===== config.mk =====
export PLATFORM = sky130hd
export DESIGN_NAME = tff_toggle_gen_flat
export DESIGN_NICKNAME = d
export VERILOG_FILES = /design/src/rtl/tff_toggle_gen_pkg.sv /design/src/rtl/tff_toggle_gen_if.sv /design/src/rtl/tff_toggle_gen_sync2.sv /design/src/rtl/tff_toggle_gen.sv /design/src/flat_wrapper.sv
export SDC_FILE = /design/constraint.sdc
export NUM_CORES = 1
export LEC_CHECK = 0
export CAP_MARGIN = 25
export CORE_UTILIZATION = 54
export DETAILED_ROUTE_END_ITERATION = 8
export MAX_ROUTING_LAYER = met4
export PLACE_DENSITY = 0.86
export SKIP_CTS_REPAIR_TIMING = 1
export SLEW_MARGIN = 10
export SYNTH_ARGS = -nofsm -noshare
export SYNTH_HDL_FRONTEND = slang
export SYNTH_HIERARCHICAL = 1
export SYNTH_SLANG_ARGS = --single-unit

===== constraint.sdc =====
create_clock -name clk -period 2.65 [get_ports clk]
set_input_delay 0.53 -clock clk [delete_from_list [all_inputs] [get_ports clk]]
set_output_delay 0.53 -clock clk [all_outputs]
set_load 0.02 [all_outputs]

===== src/rtl/tff_toggle_gen_pkg.sv =====
// -----------------------------------------------------------------------------
// tff_toggle_gen_pkg
// Shared definitions for the tff toggle generator and its input stages:
//   - debounce FSM state encoding
//   - default timer / counter widths
//   - small decode helper for the "qualification in progress" states
// -----------------------------------------------------------------------------
package tff_toggle_gen_pkg;

   localparam int TIMER_W_DEF = 16;
   localparam int CNT_W_DEF   = 8;

   typedef enum logic [1:0] {
      ST_IDLE         = 2'd0,
      ST_PRESS_WAIT   = 2'd1,
      ST_PRESSED      = 2'd2,
      ST_RELEASE_WAIT = 2'd3
   } state_e;

   // High while the FSM is qualifying a press or a release.
   function automatic logic is_busy(input state_e s);
      return (s == ST_PRESS_WAIT) || (s == ST_RELEASE_WAIT);
   endfunction

endpackage


===== src/rtl/tff_toggle_gen_if.sv =====
// -----------------------------------------------------------------------------
// tff_toggle_gen_if
// Button-in / toggle-out bundle of the toggle generator.
//   btn_raw : raw asynchronous button level (1 = pressed)
//   t       : one-cycle toggle request for the downstream tff
//   level   : debounced button level
//   busy    : debounce qualification in progress
//   t_count : number of t pulses issued, modulo 2^CNT_W
// master = button source / pulse consumer, slave = the generator.
// -----------------------------------------------------------------------------
interface tff_toggle_gen_if
   import tff_toggle_gen_pkg::*;
#(
   parameter int CNT_W = CNT_W_DEF
);
   logic             btn_raw;
   logic             t;
   logic             level;
   logic             busy;
   logic [CNT_W-1:0] t_count;

   modport master (output btn_raw, input t, level, busy, t_count);
   modport slave  (input btn_raw, output t, level, busy, t_count);
endinterface


===== src/rtl/tff_toggle_gen_sync2.sv =====
// -----------------------------------------------------------------------------
// tff_toggle_gen_sync2
// 1-bit two-flop synchroniser with synchronous active-high clear.
//   clk   : destination clock
//   clear : synchronous clear, forces both stages to 0
//   d     : asynchronous input
//   q     : synchronised output (second stage)
// -----------------------------------------------------------------------------
module tff_toggle_gen_sync2 (
   input  logic clk,
   input  logic clear,
   input  logic d,
   output logic q
);
   logic s1_q, s1_d;
   logic s2_q, s2_d;

   always_comb begin
      s1_d = d;
      s2_d = s1_q;
   end

   always_ff @(posedge clk) begin
      if (clear) begin
         s1_q <= 1'b0;
         s2_q <= 1'b0;
      end else begin
         s1_q <= s1_d;
         s2_q <= s2_d;
      end
   end

   assign q = s2_q;
endmodule


===== src/rtl/tff_toggle_gen.sv =====
// -----------------------------------------------------------------------------
// tff_toggle_gen
// Turns a bouncy pushbutton into single-cycle toggle requests for a tff:
// synchroniser -> debounce FSM -> one pulse per confirmed press, plus an
// optional auto-repeat pulse train while the button stays held.
//   clk   : system clock, all state on rising edge
//   clear : synchronous active-high reset, beats every other event
//   bus   : slave side of tff_toggle_gen_if (btn_raw in; t, level, busy,
//           t_count out). All outputs come straight from flops.
// Parameters:
//   DEBOUNCE_CYCLES : stable synchronised samples to accept press/release
//   REPEAT_CYCLES   : auto-repeat period while held, 0 = no repeat
//   TIMER_W         : debounce / repeat timer width
//   CNT_W           : t_count width (must match the interface instance)
// -----------------------------------------------------------------------------
module tff_toggle_gen
   import tff_toggle_gen_pkg::*;
#(
   parameter int DEBOUNCE_CYCLES = 4,
   parameter int REPEAT_CYCLES   = 0,
   parameter int TIMER_W         = TIMER_W_DEF,
   parameter int CNT_W           = CNT_W_DEF
) (
   input  logic              clk,
   input  logic              clear,
   tff_toggle_gen_if.slave   bus
);

   localparam logic [TIMER_W-1:0] DB_LAST   = TIMER_W'(DEBOUNCE_CYCLES - 1);
   localparam logic [TIMER_W-1:0] RP_LAST   = TIMER_W'((REPEAT_CYCLES > 0) ? REPEAT_CYCLES - 1 : 0);
   localparam bit                 REPEAT_EN = (REPEAT_CYCLES > 0);

   logic s2;

   tff_toggle_gen_sync2 u_sync (
      .clk   (clk),
      .clear (clear),
      .d     (bus.btn_raw),
      .q     (s2)
   );

   state_e               state_q, state_d;
   logic [TIMER_W-1:0]   tmr_q, tmr_d;     // debounce qualification timer
   logic [TIMER_W-1:0]   rtmr_q, rtmr_d;   // auto-repeat timer
   logic                 t_q, t_d;
   logic                 level_q, level_d;
   logic                 busy_q, busy_d;
   logic [CNT_W-1:0]     cnt_q, cnt_d;

   logic                 fire;             // issue a t pulse at this edge
   logic                 recover;          // state register held a bad code

   // -------------------------------------------------------------------------
   // State register (plus timers and registered outputs)
   // -------------------------------------------------------------------------
   always_ff @(posedge clk) begin
      if (clear) begin
         state_q <= ST_IDLE;
         tmr_q   <= '0;
         rtmr_q  <= '0;
         t_q     <= 1'b0;
         level_q <= 1'b0;
         busy_q  <= 1'b0;
         cnt_q   <= '0;
      end else begin
         state_q <= state_d;
         tmr_q   <= tmr_d;
         rtmr_q  <= rtmr_d;
         t_q     <= t_d;
         level_q <= level_d;
         busy_q  <= busy_d;
         cnt_q   <= cnt_d;
      end
   end

   // -------------------------------------------------------------------------
   // Next-state logic
   // -------------------------------------------------------------------------
   always_comb begin
      state_d = state_q;
      tmr_d   = tmr_q;
      rtmr_d  = rtmr_q;
      fire    = 1'b0;
      recover = 1'b0;
      case (state_q)
         ST_IDLE: begin
            if (s2) begin
               state_d = ST_PRESS_WAIT;
               tmr_d   = '0;
            end
         end
         ST_PRESS_WAIT: begin
            if (!s2) begin
               state_d = ST_IDLE;              // press bounce, no pulse
            end else if (tmr_q == DB_LAST) begin
               state_d = ST_PRESSED;
               fire    = 1'b1;
               rtmr_d  = '0;
            end else begin
               tmr_d = tmr_q + TIMER_W'(1);
            end
         end
         ST_PRESSED: begin
            if (!s2) begin
               state_d = ST_RELEASE_WAIT;
               tmr_d   = '0;
            end else if (REPEAT_EN) begin
               if (rtmr_q == RP_LAST) begin
                  fire   = 1'b1;
                  rtmr_d = '0;
               end else begin
                  rtmr_d = rtmr_q + TIMER_W'(1);
               end
            end
         end
         ST_RELEASE_WAIT: begin
            if (s2) begin
               // Release bounce: back to held, repeat period restarts.
               state_d = ST_PRESSED;
               rtmr_d  = '0;
            end else if (tmr_q == DB_LAST) begin
               state_d = ST_IDLE;
            end else begin
               tmr_d = tmr_q + TIMER_W'(1);
            end
         end
         default: begin
            state_d = ST_IDLE;
            tmr_d   = '0;
            rtmr_d  = '0;
            recover = 1'b1;
         end
      endcase
   end

   // -------------------------------------------------------------------------
   // Output logic: computed from the next state so every output is a flop.
   // level is high in both held states; it only drops when a release has
   // fully qualified and the FSM lands back in IDLE.
   // -------------------------------------------------------------------------
   always_comb begin
      t_d     = fire;
      level_d = (state_d == ST_PRESSED) || (state_d == ST_RELEASE_WAIT);
      busy_d  = is_busy(state_d);
      cnt_d   = recover ? '0 : cnt_q + CNT_W'(fire);
   end

   assign bus.t       = t_q;
   assign bus.level   = level_q;
   assign bus.busy    = busy_q;
   assign bus.t_count = cnt_q;

endmodule


===== src/flat_wrapper.sv =====
// flat-port wrapper written by rule: the top's interface ports become plain ports
module tff_toggle_gen_flat import tff_toggle_gen_pkg::*;
#(
   parameter int DEBOUNCE_CYCLES = 4,
   parameter int REPEAT_CYCLES   = 0,
   parameter int TIMER_W         = TIMER_W_DEF,
   parameter int CNT_W           = CNT_W_DEF
)
  (clk, clear, bus_btn_raw, bus_t, bus_level, bus_busy, bus_t_count);
  tff_toggle_gen_if #(.CNT_W(CNT_W)) bus_i ();
  input  logic clk;
  input  logic clear;
  input wire logic [$bits(bus_i.btn_raw)-1:0] bus_btn_raw;
  output wire logic [$bits(bus_i.t)-1:0] bus_t;
  output wire logic [$bits(bus_i.level)-1:0] bus_level;
  output wire logic [$bits(bus_i.busy)-1:0] bus_busy;
  output wire logic [$bits(bus_i.t_count)-1:0] bus_t_count;
  assign bus_i.btn_raw = bus_btn_raw;
  assign bus_t = bus_i.t;
  assign bus_level = bus_i.level;
  assign bus_busy = bus_i.busy;
  assign bus_t_count = bus_i.t_count;
  tff_toggle_gen #(.DEBOUNCE_CYCLES(DEBOUNCE_CYCLES), .REPEAT_CYCLES(REPEAT_CYCLES), .TIMER_W(TIMER_W), .CNT_W(CNT_W)) u_core (.clk(clk), .clear(clear), .bus(bus_i));
endmodule

==> summary.txt <==
Yosys
  • Syn nets: 143
  • Mapped cell area: 1300 µm²
  • Cells after synthesis: 137
  • Yosys warnings: 6
  • Synth Register Bits: 30
  • Register area share after synthesis: 46.3%
  • Distinct cell type count after synthesis: 32
  • Synthesized area per cell: 9.46 µm²

Timing
  • Setup violations, final: 0
  • RSZ-0062 raised after global routing: no
  • Final WS setup: 234 ps
  • WHS: 458 ps
  • Hold Fails Final Rpt: 0
  • TNS Setup: 0 ps
  • Actual slew at the worst max-slew pin: 467 ps
  • Max-slew headroom: 68.8%
  • Max frequency: 414 MHz
  • Count of pins over their slew limit: 0
  • Final min period: about 2400 ps
  • Fin crit share: 91.2%
  • Worst Skew: 8.31 ps

CTS
  • CTS tree: yes
  • Maximum clock path buffer count: 2
  • H-tree depth: 2
  • Worst-skew pair later-pin latency: roughly 330 ps
  • CTS Sinks: 30
  • Clock-pin slew on the worst setup and hold paths: 90 ps
  • CTS Buf Count: 5
  • Root buffer cell: clkbuf_4

Drt
  • Drt total wl: 2650 µm
  • Routed WL per cell: ~14 µm
  • Antenna Nets Post-Route: 0
  • WL met2: 1310 µm
  • Met3 wire length: about 130 µm
  • M1 wire length: roughly 1200 µm
  • Pre-Repair DR Iteration Count: 4
  • Highest metal used: met4
  • Vias/cell: 5.88
  • DR iter-0 viols: 30
  • DR vias: roughly 1.1k
  • DRC viols: 0

Placed design
  • Placed insts: 176
  • PortBufs: 13
  • Routability cong.: ~0.82
  • Worst slack, placed: 78.8 ps
  • Hpwl dp: 1810 µm

Floorplanning
  • Initial core utilization: about three fifths
  • Chip Width: ~50 µm
  • Core box area: approximately 2200 µm²
  • # rows: 17
  • Die span in y: slightly above 50 µm
  • Die ar.: between 2000 and 3000 µm²
  • IO Pins: 14

GRT
  • Number of global-route vias before repair: 1,001
  • GR Util All Layers: 24.2%
  • Pin count of the biggest net entering global routing: 20
  • First-pass GRT wire length: 4290 µm
  • Total global routing overflow: 0
  • Antenna violations before repair: 0

Final layout
  • # fillers: ~180
  • Final std cells w/o fill: 184
  • Nets: 162
  • Area added between synthesis and finish: 17.0%
  • N_diodes: 0
  • Share of post-route cells with drive strength above 1: 8.97%
  • Final Util: 67.9%

Setup path
  • Arrival @ worst endpoint: 2630 ps
  • Reg2reg end: u_core/bus.t_count[5]
  • CP Buf/Inv Count: 0
  • Crit-path slowest cell: dfxtp_1
  • Crit. End Element: flop
  • Worst Path Max Fanout: 6
  • Crit path largest cell delay: 450 ps
  • Reg2reg start: u_core/tmr_q[0]
  • Critical path's most frequent cell: ha_1
  • CP cell instances: ha_1 > nor4b_2 > nand4_1 > nor3b_1 > ha_1 > and3_1 > nand3_1 > xor2_1 > nor2_1
  • WP data required: 2870 ps
  • FF-to-FF path depth: 9
  • Kind of critical path: reg2reg
  • Setup slack, reg-to-reg: roughly 230 ps
  • CP Launch Type: flop
  • Top delay family on crit path: simple AND/OR/NAND/NOR gates

Pwr
  • Leakage Power: ~0.00056 µW
  • Worst vdd ir: between 300 and 400 µV
  • Pwr dens: 475 nW/µm²

Status
  • Outcome: finished clean

Hold path
  • Worst min-delay path startpoint: u_core/u_sync/s1_q
  • Hold Path Class: reg2reg
  • Hold Crit Depth: 1
  • Hold endpoint: u_core/u_sync/q

Job
  • Maxcap violations: 0
-- sequential cells by signal, summed over array words and instances (netlist names) --
register / count
u_core/u_sync/s1_q: 1
u_core/bus.t: 1
u_core/tmr_q: 16
u_core/bus.t_count: 8
u_core/bus.busy: 1
u_core/u_sync/q: 1
u_core/bus.level: 1
u_core/state_q: 1
-- cell families (layout without fill, tap and decap cells) --
family | count (synthesis) | after routing | synth area share, %
DFF | 30 | 30 | 46.3
AOI/OAI and AO/OA | 16 | 16 | 7.34
adders and majority gates | 3 | 3 | 2.90
muxes | 3 | 3 | 2.32
and+or+nand+nor | 65 | 65 | 29.3
buffers and inverters | 6 | 25 | 1.74
xor gates and xnor gates | 14 | 14 | 10.0
-- how the worst max path moves through the flow --
| stage | start | endpoint | slack, ps | cells after the start |
|---|---|---|---|---|
| 2_1_floorplan | u_core/tmr_q[0] | u_core/bus.t_count[5] | 500 | 9 |
| 3_3_place_gp | u_core/tmr_q[0] | u_core/bus.t_count[5] | 350 | 9 |
| 3_5_place_dp | u_core/tmr_q[0] | u_core/bus.t_count[5] | 80 | 9 |
| 4_1_cts | u_core/tmr_q[0] | u_core/bus.t_count[5] | 40 | 9 |
| 5_1_grt | u_core/tmr_q[0] | u_core/bus.t_count[5] | 60 | 9 |
| 6_report | u_core/tmr_q[0] | u_core/bus.t_count[5] | 230 | 9 |
-- metal layers --
layer	global-route usage, %	vias to the layer above
met3	8.93	5
met4	13.9	0
met2	37.5	31
met5	-	-
li1	-	532
met1	26.5	514
-- layout by cell type, fill, tap and decap left out, types with 3 or more instances in the layout --
cell,synthesis,final
clkbuf_4,0,5
clkdlybuf4s50_1,0,13
dfxtp_1,30,30
nand2_1,7,7
nand4_1,5,5
nor2b_1,5,5
nand3_1,8,8
or3_1,3,3
o21ai_0,4,4
xnor2_1,5,5
mux2i_1,3,3
or4_1,3,3
nor2_1,15,15
inv_1,3,3
ha_1,3,3
xor2_1,8,8
a21oi_1,7,7
and4_1,3,3
-- through the flow --
step	power (µW)	area (µm²)
detailed placement	488	1460
global route	750	1520
CTS	729	1500
floorplan	480	1300
finish	720	1520
global placement	487	1460
-- power by group --
group	total (µW)	switching [µW]	internal (µW)
combinational	23.0	13.8	9.21
clock	242	143	99.8
sequential	454	1.78	453
total	720	158	562
-- cell type report --
| cell class | count | area, µm² | share of cell area (%) |
|---|---|---|---|
| multi-input combinational | 101 | 679 | 44.8 |
| sequential | 30 | 601 | 39.6 |
| timing repair buffer | 15 | 145 | 9.57 |
| clock buffer | 7 | 45.0 | 2.97 |
| tap | 28 | 35.0 | 2.31 |
| inverter | 3 | 11.3 | 0.743 |
-- synthesized netlist by cell type (all sizes together) --
| cell type | number | area share (%) |
|---|---|---|
| nor4b | 2 | 1.4 |
| o31ai | 1 | 0.58 |
| and3 | 2 | 0.97 |
| a31o | 1 | 0.68 |
| nand3b | 1 | 0.58 |
| dfxtp | 30 | 46 |
| a21oi | 7 | 2.7 |
| nor3 | 2 | 0.77 |
| and4 | 3 | 2.0 |
| inv | 3 | 0.87 |
| ha | 3 | 2.9 |
| nor2 | 15 | 4.3 |
| nand4bb | 1 | 0.87 |
| nand2b | 2 | 0.97 |
| nand2 | 7 | 2.0 |
| clkbuf | 3 | 0.87 |
| nand3 | 8 | 3.1 |
| nor3b | 1 | 0.58 |
| nor4 | 2 | 0.97 |
| xor2 | 9 | 6.7 |
| a21o | 1 | 0.68 |
| or4 | 3 | 1.7 |
| nand4 | 6 | 4.1 |
| nor2b | 5 | 2.4 |
| or3 | 5 | 2.6 |
| o21ai | 4 | 1.5 |
| mux2i | 3 | 2.3 |
| xnor2 | 5 | 3.4 |
| o211ai | 2 | 1.2 |
Note: power is estimated with default switching activity, not from simulation.
